File: src/rtl/slideshow_frame_writer_pkg.sv
`default_nettype none
// ============================================================================
//  Module   : slideshow_pkg
//  Purpose  : Shared types and helpers for the slideshow frame writer.
//             Optional macro SLIDESHOW_CHECKSUM_EN adds the CKSUM state.
//  Revision : 1.0 - initial release
// ============================================================================
package slideshow_pkg;

    localparam int H_ACTIVE_DEF = 800;
    localparam int V_ACTIVE_DEF = 480;

    // Writer sequencing states; CKSUM exists only when the checksum is built in
    typedef enum logic [1:0] {
        ST_IDLE  = 2'd0,
        ST_LOAD  = 2'd1,
`ifdef SLIDESHOW_CHECKSUM_EN
        ST_CKSUM = 2'd2,
`endif
        ST_DONE  = 2'd3
    } writer_state_t;

    // SDRAM pixel word layout: unused top byte, then R, G, B
    function automatic logic [31:0] pack_pixel(input logic [7:0] r,
                                               input logic [7:0] g,
                                               input logic [7:0] b);
        return {8'h00, r, g, b};
    endfunction

endpackage
`default_nettype wire

File: src/rtl/slideshow_frame_writer_if.sv
`default_nettype none
// ============================================================================
//  Module   : slideshow_frame_writer_if
//  Purpose  : Host byte stream and SDRAM write-port signals of the writer.
//             master = host/SDRAM side, slave = frame writer.
//  Revision : 1.0 - initial release
// ============================================================================
interface slideshow_frame_writer_if #(
    parameter int ADDR_W = 21
);
    logic [7:0]        iBYTE;
    logic              iBYTE_VALID;
    logic              oBYTE_READY;
    logic              iWR_FULL;
    logic              oWRITE_SDRAM_EN;
    logic [31:0]       oWRITE_DATA;
    logic [ADDR_W-1:0] oWRITE_ADDR;

    modport master (
        output iBYTE, iBYTE_VALID, iWR_FULL,
        input  oBYTE_READY, oWRITE_SDRAM_EN, oWRITE_DATA, oWRITE_ADDR
    );

    modport slave (
        input  iBYTE, iBYTE_VALID, iWR_FULL,
        output oBYTE_READY, oWRITE_SDRAM_EN, oWRITE_DATA, oWRITE_ADDR
    );
endinterface
`default_nettype wire

File: src/rtl/slideshow_frame_writer_rgb_byte_assembler.sv
`default_nettype none
// ============================================================================
//  Module   : rgb_byte_assembler
//  Purpose  : Collects R,G,B bytes into a 24-bit pixel. The pixel is flagged
//             in the same cycle its B byte is accepted.
//  Revision : 1.0 - initial release
// ============================================================================
module rgb_byte_assembler (
    input  wire         iCLK,
    input  wire         iRST_n,
    input  wire         iClear,
    input  wire         iByteFire,
    input  wire  [7:0]  iByte,
    output logic        oPixelValid,
    output logic [23:0] oPixel
);
    logic [1:0] r_phase;
    logic [7:0] r_red;
    logic [7:0] r_green;

    // Byte phase counter (R -> G -> B) and holding registers for R and G
    always_ff @(posedge iCLK or negedge iRST_n) begin
        if (!iRST_n) begin
            r_phase <= 2'd0;
            r_red   <= 8'h00;
            r_green <= 8'h00;
        end else if (iClear) begin
            r_phase <= 2'd0;
        end else if (iByteFire) begin
            case (r_phase)
                2'd0: begin
                    r_red   <= iByte;
                    r_phase <= 2'd1;
                end
                2'd1: begin
                    r_green <= iByte;
                    r_phase <= 2'd2;
                end
                default: r_phase <= 2'd0;
            endcase
        end
    end

    assign oPixelValid = iByteFire && (r_phase == 2'd2);
    assign oPixel      = {r_red, r_green, iByte};
endmodule
`default_nettype wire

File: src/rtl/slideshow_frame_writer.sv
`default_nettype none
// ============================================================================
//  Module   : slideshow_frame_writer
//  Purpose  : Packs the host slideshow byte stream into 32-bit pixels and
//             writes NUM_IMAGES frames linearly into SDRAM, flagging the LCD
//             path while loading. Optional macro SLIDESHOW_CHECKSUM_EN adds
//             a trailing mod-256 checksum byte and the oCKSUM_ERR flag.
//  Revision : 1.0 - initial release
// ============================================================================
module slideshow_frame_writer
    import slideshow_pkg::*;
#(
    parameter int H_ACTIVE   = H_ACTIVE_DEF,
    parameter int V_ACTIVE   = V_ACTIVE_DEF,
    parameter int NUM_IMAGES = 4,
    parameter int ADDR_W     = 21
) (
    input  wire                      iCLK,
    input  wire                      iRST_n,
    input  wire                      iStart,
    slideshow_frame_writer_if.slave  bus,
    output logic                     oLoading,
    output logic [3:0]               oImageIdx,
    output logic                     oDone,
    output logic                     oCKSUM_ERR
);
    localparam int X_W = (H_ACTIVE > 1) ? $clog2(H_ACTIVE) : 1;
    localparam int Y_W = (V_ACTIVE > 1) ? $clog2(V_ACTIVE) : 1;
    localparam logic [X_W-1:0] X_LAST   = X_W'(H_ACTIVE - 1);
    localparam logic [Y_W-1:0] Y_LAST   = Y_W'(V_ACTIVE - 1);
    localparam logic [3:0]     IMG_LAST = 4'(NUM_IMAGES - 1);

    writer_state_t     r_state;
    logic              r_loading;
    logic              r_done;
    logic              r_wr_en;
    logic [31:0]       r_wr_data;
    logic [ADDR_W-1:0] r_wr_addr;
    logic [ADDR_W-1:0] r_addr;
    logic [X_W-1:0]    r_x;
    logic [Y_W-1:0]    r_y;
    logic [3:0]        r_img;

    logic              w_start;
    logic              w_ready;
    logic              w_fire;
    logic              w_pix_fire;
    logic              w_pix_valid;
    logic [23:0]       w_pixel;
    logic              w_last_pixel;

    assign w_start = (r_state == ST_IDLE) && iStart;

`ifdef SLIDESHOW_CHECKSUM_EN
    assign w_ready = ((r_state == ST_LOAD) || (r_state == ST_CKSUM)) && !bus.iWR_FULL;
`else
    assign w_ready = (r_state == ST_LOAD) && !bus.iWR_FULL;
`endif
    assign w_fire     = bus.iBYTE_VALID && w_ready;
    // Only pixel bytes feed the assembler; the checksum byte never does
    assign w_pix_fire = w_fire && (r_state == ST_LOAD);

    // Counters describe the pixel being assembled, so this flags its final B byte
    assign w_last_pixel = (r_img == IMG_LAST) && (r_x == X_LAST) && (r_y == Y_LAST);

    rgb_byte_assembler u_asm (
        .iCLK        (iCLK),
        .iRST_n      (iRST_n),
        .iClear      (w_start),
        .iByteFire   (w_pix_fire),
        .iByte       (bus.iBYTE),
        .oPixelValid (w_pix_valid),
        .oPixel      (w_pixel)
    );

    // Running linear address and x/y/image position, advanced in each strobe cycle
    always_ff @(posedge iCLK or negedge iRST_n) begin
        if (!iRST_n) begin
            r_addr <= '0;
            r_x    <= '0;
            r_y    <= '0;
            r_img  <= 4'd0;
        end else if (w_start) begin
            r_addr <= '0;
            r_x    <= '0;
            r_y    <= '0;
            r_img  <= 4'd0;
        end else if (r_wr_en) begin
            r_addr <= r_addr + 1'b1;
            if (r_x == X_LAST) begin
                r_x <= '0;
                if (r_y == Y_LAST) begin
                    r_y   <= '0;
                    r_img <= r_img + 4'd1;
                end else begin
                    r_y <= r_y + 1'b1;
                end
            end else begin
                r_x <= r_x + 1'b1;
            end
        end
    end

`ifdef SLIDESHOW_CHECKSUM_EN
    logic [7:0] r_cksum;
    logic       r_cksum_err;
`endif

    // Load sequencer with registered write strobe, loading and done outputs
    always_ff @(posedge iCLK or negedge iRST_n) begin
        if (!iRST_n) begin
            r_state     <= ST_IDLE;
            r_loading   <= 1'b0;
            r_done      <= 1'b0;
            r_wr_en     <= 1'b0;
            r_wr_data   <= 32'h0;
            r_wr_addr   <= '0;
`ifdef SLIDESHOW_CHECKSUM_EN
            r_cksum     <= 8'h00;
            r_cksum_err <= 1'b0;
`endif
        end else begin
            r_done  <= 1'b0;
            r_wr_en <= 1'b0;
            case (r_state)
                ST_IDLE: begin
                    if (iStart) begin
                        r_state   <= ST_LOAD;
                        r_loading <= 1'b1;
`ifdef SLIDESHOW_CHECKSUM_EN
                        r_cksum     <= 8'h00;
                        r_cksum_err <= 1'b0;
`endif
                    end
                end
                ST_LOAD: begin
`ifdef SLIDESHOW_CHECKSUM_EN
                    if (w_pix_fire) r_cksum <= r_cksum + bus.iBYTE;
`endif
                    if (w_pix_valid) begin
                        r_wr_en   <= 1'b1;
                        r_wr_data <= pack_pixel(w_pixel[23:16], w_pixel[15:8], w_pixel[7:0]);
                        r_wr_addr <= r_addr;
                        if (w_last_pixel) begin
`ifdef SLIDESHOW_CHECKSUM_EN
                            r_state <= ST_CKSUM;
`else
                            r_state <= ST_DONE;
`endif
                        end
                    end
                end
`ifdef SLIDESHOW_CHECKSUM_EN
                ST_CKSUM: begin
                    if (w_fire) begin
                        r_cksum_err <= (r_cksum != bus.iBYTE);
                        r_state     <= ST_DONE;
                    end
                end
`endif
                ST_DONE: begin
                    r_done    <= 1'b1;
                    r_loading <= 1'b0;
                    r_state   <= ST_IDLE;
                end
                default: r_state <= ST_IDLE;
            endcase
        end
    end

    assign bus.oBYTE_READY     = w_ready;
    assign bus.oWRITE_SDRAM_EN = r_wr_en;
    assign bus.oWRITE_DATA     = r_wr_data;
    assign bus.oWRITE_ADDR     = r_wr_addr;
    assign oLoading            = r_loading;
    assign oImageIdx           = r_img;
    assign oDone               = r_done;
`ifdef SLIDESHOW_CHECKSUM_EN
    assign oCKSUM_ERR          = r_cksum_err;
`else
    assign oCKSUM_ERR          = 1'b0;
`endif
endmodule
`default_nettype wire

File: src/flat_wrapper.sv
// flat-port wrapper written by rule: the top's interface ports become plain ports
module slideshow_frame_writer_flat import slideshow_pkg::*;
#(
    parameter int H_ACTIVE   = H_ACTIVE_DEF,
    parameter int V_ACTIVE   = V_ACTIVE_DEF,
    parameter int NUM_IMAGES = 4,
    parameter int ADDR_W     = 21
)
  (iCLK, iRST_n, iStart, oLoading, oImageIdx, oDone, oCKSUM_ERR, bus_iBYTE, bus_iBYTE_VALID, bus_iWR_FULL, bus_oBYTE_READY, bus_oWRITE_SDRAM_EN, bus_oWRITE_DATA, bus_oWRITE_ADDR);
  slideshow_frame_writer_if #(.ADDR_W(ADDR_W)) bus_i ();
  input  wire iCLK;
  input  wire iRST_n;
  input  wire iStart;
  output logic oLoading;
  output logic [3:0] oImageIdx;
  output logic oDone;
  output logic oCKSUM_ERR;
  input wire logic [$bits(bus_i.iBYTE)-1:0] bus_iBYTE;
  input wire logic [$bits(bus_i.iBYTE_VALID)-1:0] bus_iBYTE_VALID;
  input wire logic [$bits(bus_i.iWR_FULL)-1:0] bus_iWR_FULL;
  output wire logic [$bits(bus_i.oBYTE_READY)-1:0] bus_oBYTE_READY;
  output wire logic [$bits(bus_i.oWRITE_SDRAM_EN)-1:0] bus_oWRITE_SDRAM_EN;
  output wire logic [$bits(bus_i.oWRITE_DATA)-1:0] bus_oWRITE_DATA;
  output wire logic [$bits(bus_i.oWRITE_ADDR)-1:0] bus_oWRITE_ADDR;
  assign bus_i.iBYTE = bus_iBYTE;
  assign bus_i.iBYTE_VALID = bus_iBYTE_VALID;
  assign bus_i.iWR_FULL = bus_iWR_FULL;
  assign bus_oBYTE_READY = bus_i.oBYTE_READY;
  assign bus_oWRITE_SDRAM_EN = bus_i.oWRITE_SDRAM_EN;
  assign bus_oWRITE_DATA = bus_i.oWRITE_DATA;
  assign bus_oWRITE_ADDR = bus_i.oWRITE_ADDR;
  slideshow_frame_writer #(.H_ACTIVE(H_ACTIVE), .V_ACTIVE(V_ACTIVE), .NUM_IMAGES(NUM_IMAGES), .ADDR_W(ADDR_W)) u_core (.iCLK(iCLK), .iRST_n(iRST_n), .iStart(iStart), .bus(bus_i), .oLoading(oLoading), .oImageIdx(oImageIdx), .oDone(oDone), .oCKSUM_ERR(oCKSUM_ERR));
endmodule
File: config.mk
export PLATFORM = sky130hd
export DESIGN_NAME = slideshow_frame_writer_flat
export DESIGN_NICKNAME = d
export VERILOG_FILES = /design/src/rtl/slideshow_frame_writer_pkg.sv /design/src/rtl/slideshow_frame_writer_if.sv /design/src/rtl/slideshow_frame_writer_rgb_byte_assembler.sv /design/src/rtl/slideshow_frame_writer.sv /design/src/flat_wrapper.sv
export SDC_FILE = /design/constraint.sdc
export NUM_CORES = 1
export LEC_CHECK = 0
export BUFFER_PORTS_ARGS = -buffer_cell sky130_fd_sc_hd__buf_2
export CAP_MARGIN = 20
export CORE_MARGIN = 1.5
export CORE_UTILIZATION = 61
export CTS_CLUSTER_SIZE = 40
export DETAILED_ROUTE_END_ITERATION = 12
export HOLD_SLACK_MARGIN = 0.1
export PLACE_DENSITY = 0.94
export SLEW_MARGIN = 20
export SYNTH_ARGS = -nofsm -noshare
export SYNTH_HDL_FRONTEND = slang
export SYNTH_SLANG_ARGS = --single-unit
File: constraint.sdc
create_clock -name iCLK -period 3.97 [get_ports iCLK]
set_input_delay 0.397 -clock iCLK [delete_from_list [all_inputs] [get_ports iCLK]]
set_output_delay 0.397 -clock iCLK [all_outputs]
set_load 0.02 [all_outputs]
After elaboration in Yosys (flattened, before gate mapping). Cells that the tools add are included.

Bits in registers: 112. Input bits: 13. Output and inout port bits: 62. Word-level logic and storage cells: 75.

Add/subtract/negate cells: 4. Equality and inequality tests: 10. Mux-type cells: 25. Bitwise logic cells: 1. Reduce and logical (&&, ||, !) cells: 22.

Operators by type and width (count): $mux W21 (2); $mux W9 (4); $mux W10 (3); $add A21 B1 Y21 const B (1); $mux W4 (4); $reduce_and A3 Y1 (4); $add A10 B1 Y10 const B (1); $eq A10 B10 Y1 const B (1); $mux W2 (5); $reduce_bool A2 Y1 (5); $add A9 B1 Y9 const B (1); $eq A9 B9 Y1 const B (1); $pmux W2 S2 (2); $logic_and A1 B1 Y1 (7); $reduce_and A2 Y1 (3); $add A4 B1 Y4 const B (1); $eq A2 B1 Y1 const B (2); $eq A2 B2 Y1 const B (2); $eq A4 B2 Y1 const B (1); $logic_not A2 Y1 (2); $mux W1 (4); $ne A2 B2 Y1 const B (2); $ne A2 B1 Y1 const B (1); $pmux W1 S2 (1); 2 further kinds (2).

Depth between registers and ports, before layout.
Depth in word-level cells: 7. Mapped depth: 7.

Cells and area by module. From an unflattened synthesis, not the netlist that was laid out.

Cells, all modules: 466. Area, all modules: 4987.3 µm².

Modules (own cells, without submodules): slideshow_frame_writer (instances 1, cells each 413, area each 4210.3 µm², sequential area each 2352.3 µm²); rgb_byte_assembler (instances 1, cells each 53, area each 777.0 µm², sequential area each 450.4 µm²).

Worst setup path after synthesis. OpenSTA, ideal clock, no wires.

Path type: register to register. From: register u_core.r_wr_en, in the netlist u_core.bus.oWRITE_SDRAM_EN. To: register u_core.r_addr[19]. Setup time: 0.077 ns. Arrival time: 1.882 ns. Slack: 2.011 ns. Stages on the path, launching flop included: 6. Period minus slack after synthesis: 1.959 ns. Cell sequence: dfrtp_1 nand3_2 or4_4 buf_6 or4_1 a21oi_1.

Word-level cells in the longest chain between the ends: 1.

Ends and longest elaborated chain: start: declaration (RTL line slideshow_frame_writer.sv:36) `logic r_wr_en;`; start signal: assignment (RTL line slideshow_frame_writer.sv:115) `r_wr_en <= 1'b0;`; start signal: assignment (RTL line slideshow_frame_writer.sv:124) `r_wr_en <= 1'b0;`; start signal: assignment (RTL line slideshow_frame_writer.sv:141) `r_wr_en <= 1'b1;`; $reduce_bool A2 Y1 (no line); end signal: assignment (RTL line slideshow_frame_writer.sv:89) `r_addr <= r_addr + 1'b1;`; end: declaration (RTL line slideshow_frame_writer.sv:39) `logic [ADDR_W-1:0] r_addr;`.

No other way between the ends. A chain may end at the register's enable or synchronous reset.

Worst setup path in the final report.
From: register u_core.r_state[0]. To: register u_core.r_addr[16].

Word-level cells in the longest chain between the ends: 3.

Ends and longest elaborated chain: start: declaration (RTL line slideshow_frame_writer.sv:33) `writer_state_t r_state;`; start signal: assignment (RTL line slideshow_frame_writer.sv:112) `r_state <= ST_IDLE;`; start signal: assignment (RTL line slideshow_frame_writer.sv:128) `r_state <= ST_LOAD;`; start signal: assignment (RTL line slideshow_frame_writer.sv:148) `r_state <= ST_DONE;`; $logic_not A2 Y1 * (RTL line slideshow_frame_writer.sv:52) `assign w_start = (r_state == ST_IDLE) && iStart;`; $logic_and A1 B1 Y1 * (RTL line slideshow_frame_writer.sv:52); $mux W21 or $reduce_bool A2 Y1 (tied branches).

Mark *: on every way between the ends. The rest lies on a longest branch, timed or not.

==> results_dict.tcl <==
set metrics [dict create \
    holdPathEnd "u_core.r_state[0]" \
    cts_buffer_depth 2 \
    critPathRequiredTime_ns 4.28 \
    cts_tree "yes" \
    fin_skew_ns 0.0138 \
    clkTransAtPathRegs_ns 0.11 \
    synth_cells 414 \
    grt_max_degree 46 \
    synth_area_um2 4920 \
    port_buffers 65 \
    initial_utilization 0.634 \
    fin_cells 587 \
    clock_latency_ns 0.38 \
    fp.dieW_um 92.8 \
    final_common_cell "dfrtp_1" \
    hold_viol_final 0 \
    grt_pass1_wl_mm 16.9 \
    path_class "flop to flop" \
    synthFlopType "dfrtp_1" \
    drive_above_1_share 0.324 \
    status "finished, final reports clean" \
    rows 32 \
    hold_start "iStart" \
    power_leakage_uw 0.00255 \
    antenna_found_initial 0 \
    wl_per_cell_um 17.2 \
    fin_crit_sh 0.602 \
    globalplace.congestion 0.826 \
    coreArea_um2 7770 \
    finalCriticalPeriod_ns 2.39 \
    async_flop_share 1.00 \
    synth-edff-count 0 \
    h-tree-depth 3 \
    grt_usage 0.252 \
    fin_nets 497 \
    power.density_nw_per_um2 616 \
    hold-worst-slack_ns 0.260 \
    io_pins 75 \
    clock.fmax_mhz 418 \
    die_y_um 92.8 \
    final_cell_mix "dfrtp_1 (112), buf_2 (64), mux2_2 (56)" \
    cts_root_buffer "clkbuf_8" \
    grt_pass1_vias 3549 \
    r2r-start "u_core.r_state[0]" \
    p_total_uw 3400 \
    start_kind "flop" \
    vias 3538 \
    die-area_um2 8610 \
    syn_to_final_growth_pct 12.2 \
    numPlacedInstances 569 \
    max_cap_viol_count 0 \
    antenna_cells 0 \
    drcViolationCount 0 \
    via_per_inst 6.03 \
    finalSetupTns_ns 0 \
    yosysUniqueCellTypes 48 \
    synth_seq_area_share 0.570 \
    regToRegSetupSlack_ns 1.58 \
    overflow 0 \
    r2r_end "u_core.r_addr[16]" \
    routed_wl_mm 10.1 \
    tightest_slew_ns 0.847 \
    worstHoldPathType "input port to flop" \
    rsz0062_at_grt "no" \
    worstPathMaxFanout 11 \
    drt_first_pass_iters 5 \
    first_iter_violations 198 \
    crit_path_end_kind "flop" \
    cts_made_buffers 9 \
    rr_worst_depth 4 \
    avgSynthCellArea_um2 11.9 \
    utilization 0.711 \
    clock_sinks 112 \
    ant_nets 0 \
    relSlewSlack 0.421 \
    post_cts_buffers 0 \
    ys_warn_count 0 \
    setup_viol 0 \
    drv_slew 0 \
    yosys_register_bits 112 \
    dp_hpwl_mm 6.96 \
    holdPathStages 3 \
    cp.arrival_ns 2.70 \
    ir_worst_vdd_uv 264 \
]
[Yosys cell counts (all sizes together) (3+ instances only)]
| master | number | share of area |
|---|---|---|
| nor3 | 6 | 0.0071 |
| o21ai | 19 | 0.019 |
| ha | 4 | 0.010 |
| inv | 9 | 0.0069 |
| nand3 | 13 | 0.014 |
| nand4 | 8 | 0.010 |
| buf | 15 | 0.022 |
| o2111ai | 3 | 0.0053 |
| o31ai | 7 | 0.011 |
| or4 | 13 | 0.021 |
| a21oi | 27 | 0.027 |
| or3 | 10 | 0.013 |
| or3b | 4 | 0.0071 |
| nand2 | 34 | 0.026 |
| and4 | 4 | 0.0071 |
| clkbuf | 10 | 0.0097 |
| xor2 | 7 | 0.012 |
| mux2i | 3 | 0.0061 |
| nor2 | 23 | 0.018 |
| xnor2 | 6 | 0.011 |
| dfrtp | 112 | 0.57 |
| mux2 | 58 | 0.13 |
[routing by layer]
layer  routed length, um  share of wire  GRT usage
met4                 329          0.033      0.128
met3                 533          0.053     0.0476
met5                   0              0          0
met2                5150           0.51      0.425
met1                4110           0.41      0.310
[critical path, stage by stage (launching register included)]
cell	delay (ns)
dfrtp_1	0.48
or3b_1	0.62
a2111oi_0	0.86
nand4bb_1	0.18
a21oi_1	0.19
[metrics by stage]
| stage | worst slack (ns) | area (um^2) |
|---|---|---|
| 2_1_floorplan | 2.01 | 4950 |
| 3_3_place_gp | 1.66 | 5290 |
| 3_5_place_dp | 1.59 | 5290 |
| 4_1_cts | 1.59 | 5510 |
| 5_1_grt | 1.49 | 5520 |
| 6_report | 1.58 | 5520 |
[power by group]
part / internal [uW] / leakage, uW / switching, uW
logic: 425 / 0.00103 / 540
registers: 1490 / 0.00141 / 239
clock network: 301 / 0.000107 / 404
total: 2220 / 0.00255 / 1180
[final cells by class]
class | count | area [um^2]
clock inverter | 7 | 80.1
fill | 513 | 2250
sequential | 112 | 2800
multi-input combinational | 276 | 1960
clock buffer | 9 | 124
timing repair buffer | 72 | 390
tap | 102 | 128
inverter | 9 | 33.8
[flip-flops by register name (all words and copies together), names as in the netlist]
signal	flops
u_core.bus.oWRITE_DATA	24
u_core.bus.oWRITE_ADDR	21
u_core.r_addr	21
u_core.r_x	10
u_core.r_y	9
u_core.u_asm.r_green	8
u_core.u_asm.r_red	8
u_core.oImageIdx	4
u_core.r_state	2
u_core.u_asm.r_phase	2
u_core.bus.oWRITE_SDRAM_EN	1
u_core.oDone	1
u_core.oLoading	1
[timing repair]
item / CTS / global route
hold buffers: 1 / 0
resized for setup: 0 / 0
hold endpoints to repair: 43 / 0
[worst max-delay path by stage]
stage / start / to / slack (ns) / cells after the start
2_1_floorplan: u_core.bus.oWRITE_SDRAM_EN / u_core.r_addr[19] / 2.01 / 5
3_3_place_gp: iStart / u_core.r_x[9] / 1.66 / 5
3_5_place_dp: iStart / u_core.r_x[9] / 1.59 / 5
4_1_cts: u_core.r_state[0] / u_core.r_x[9] / 1.59 / 4
5_1_grt: u_core.r_state[0] / u_core.r_addr[16] / 1.49 / 4
6_report: u_core.r_state[0] / u_core.r_addr[16] / 1.58 / 4
[cells by family after synthesis]
| family | Yosys count | share of synthesized area |
|---|---|---|
| adders and majority gates | 4 | 0.0102 |
| other | 1 | 0.000762 |
| buffers and inverters | 34 | 0.0389 |
| and+or+nand+nor | 128 | 0.147 |
| DFF | 112 | 0.570 |
| muxes | 61 | 0.139 |
| xor gates and xnor gates | 13 | 0.0231 |
| AOI/OAI and AO/OA | 61 | 0.0717 |
No activity file was read; power rests on OpenSTA's default activity.
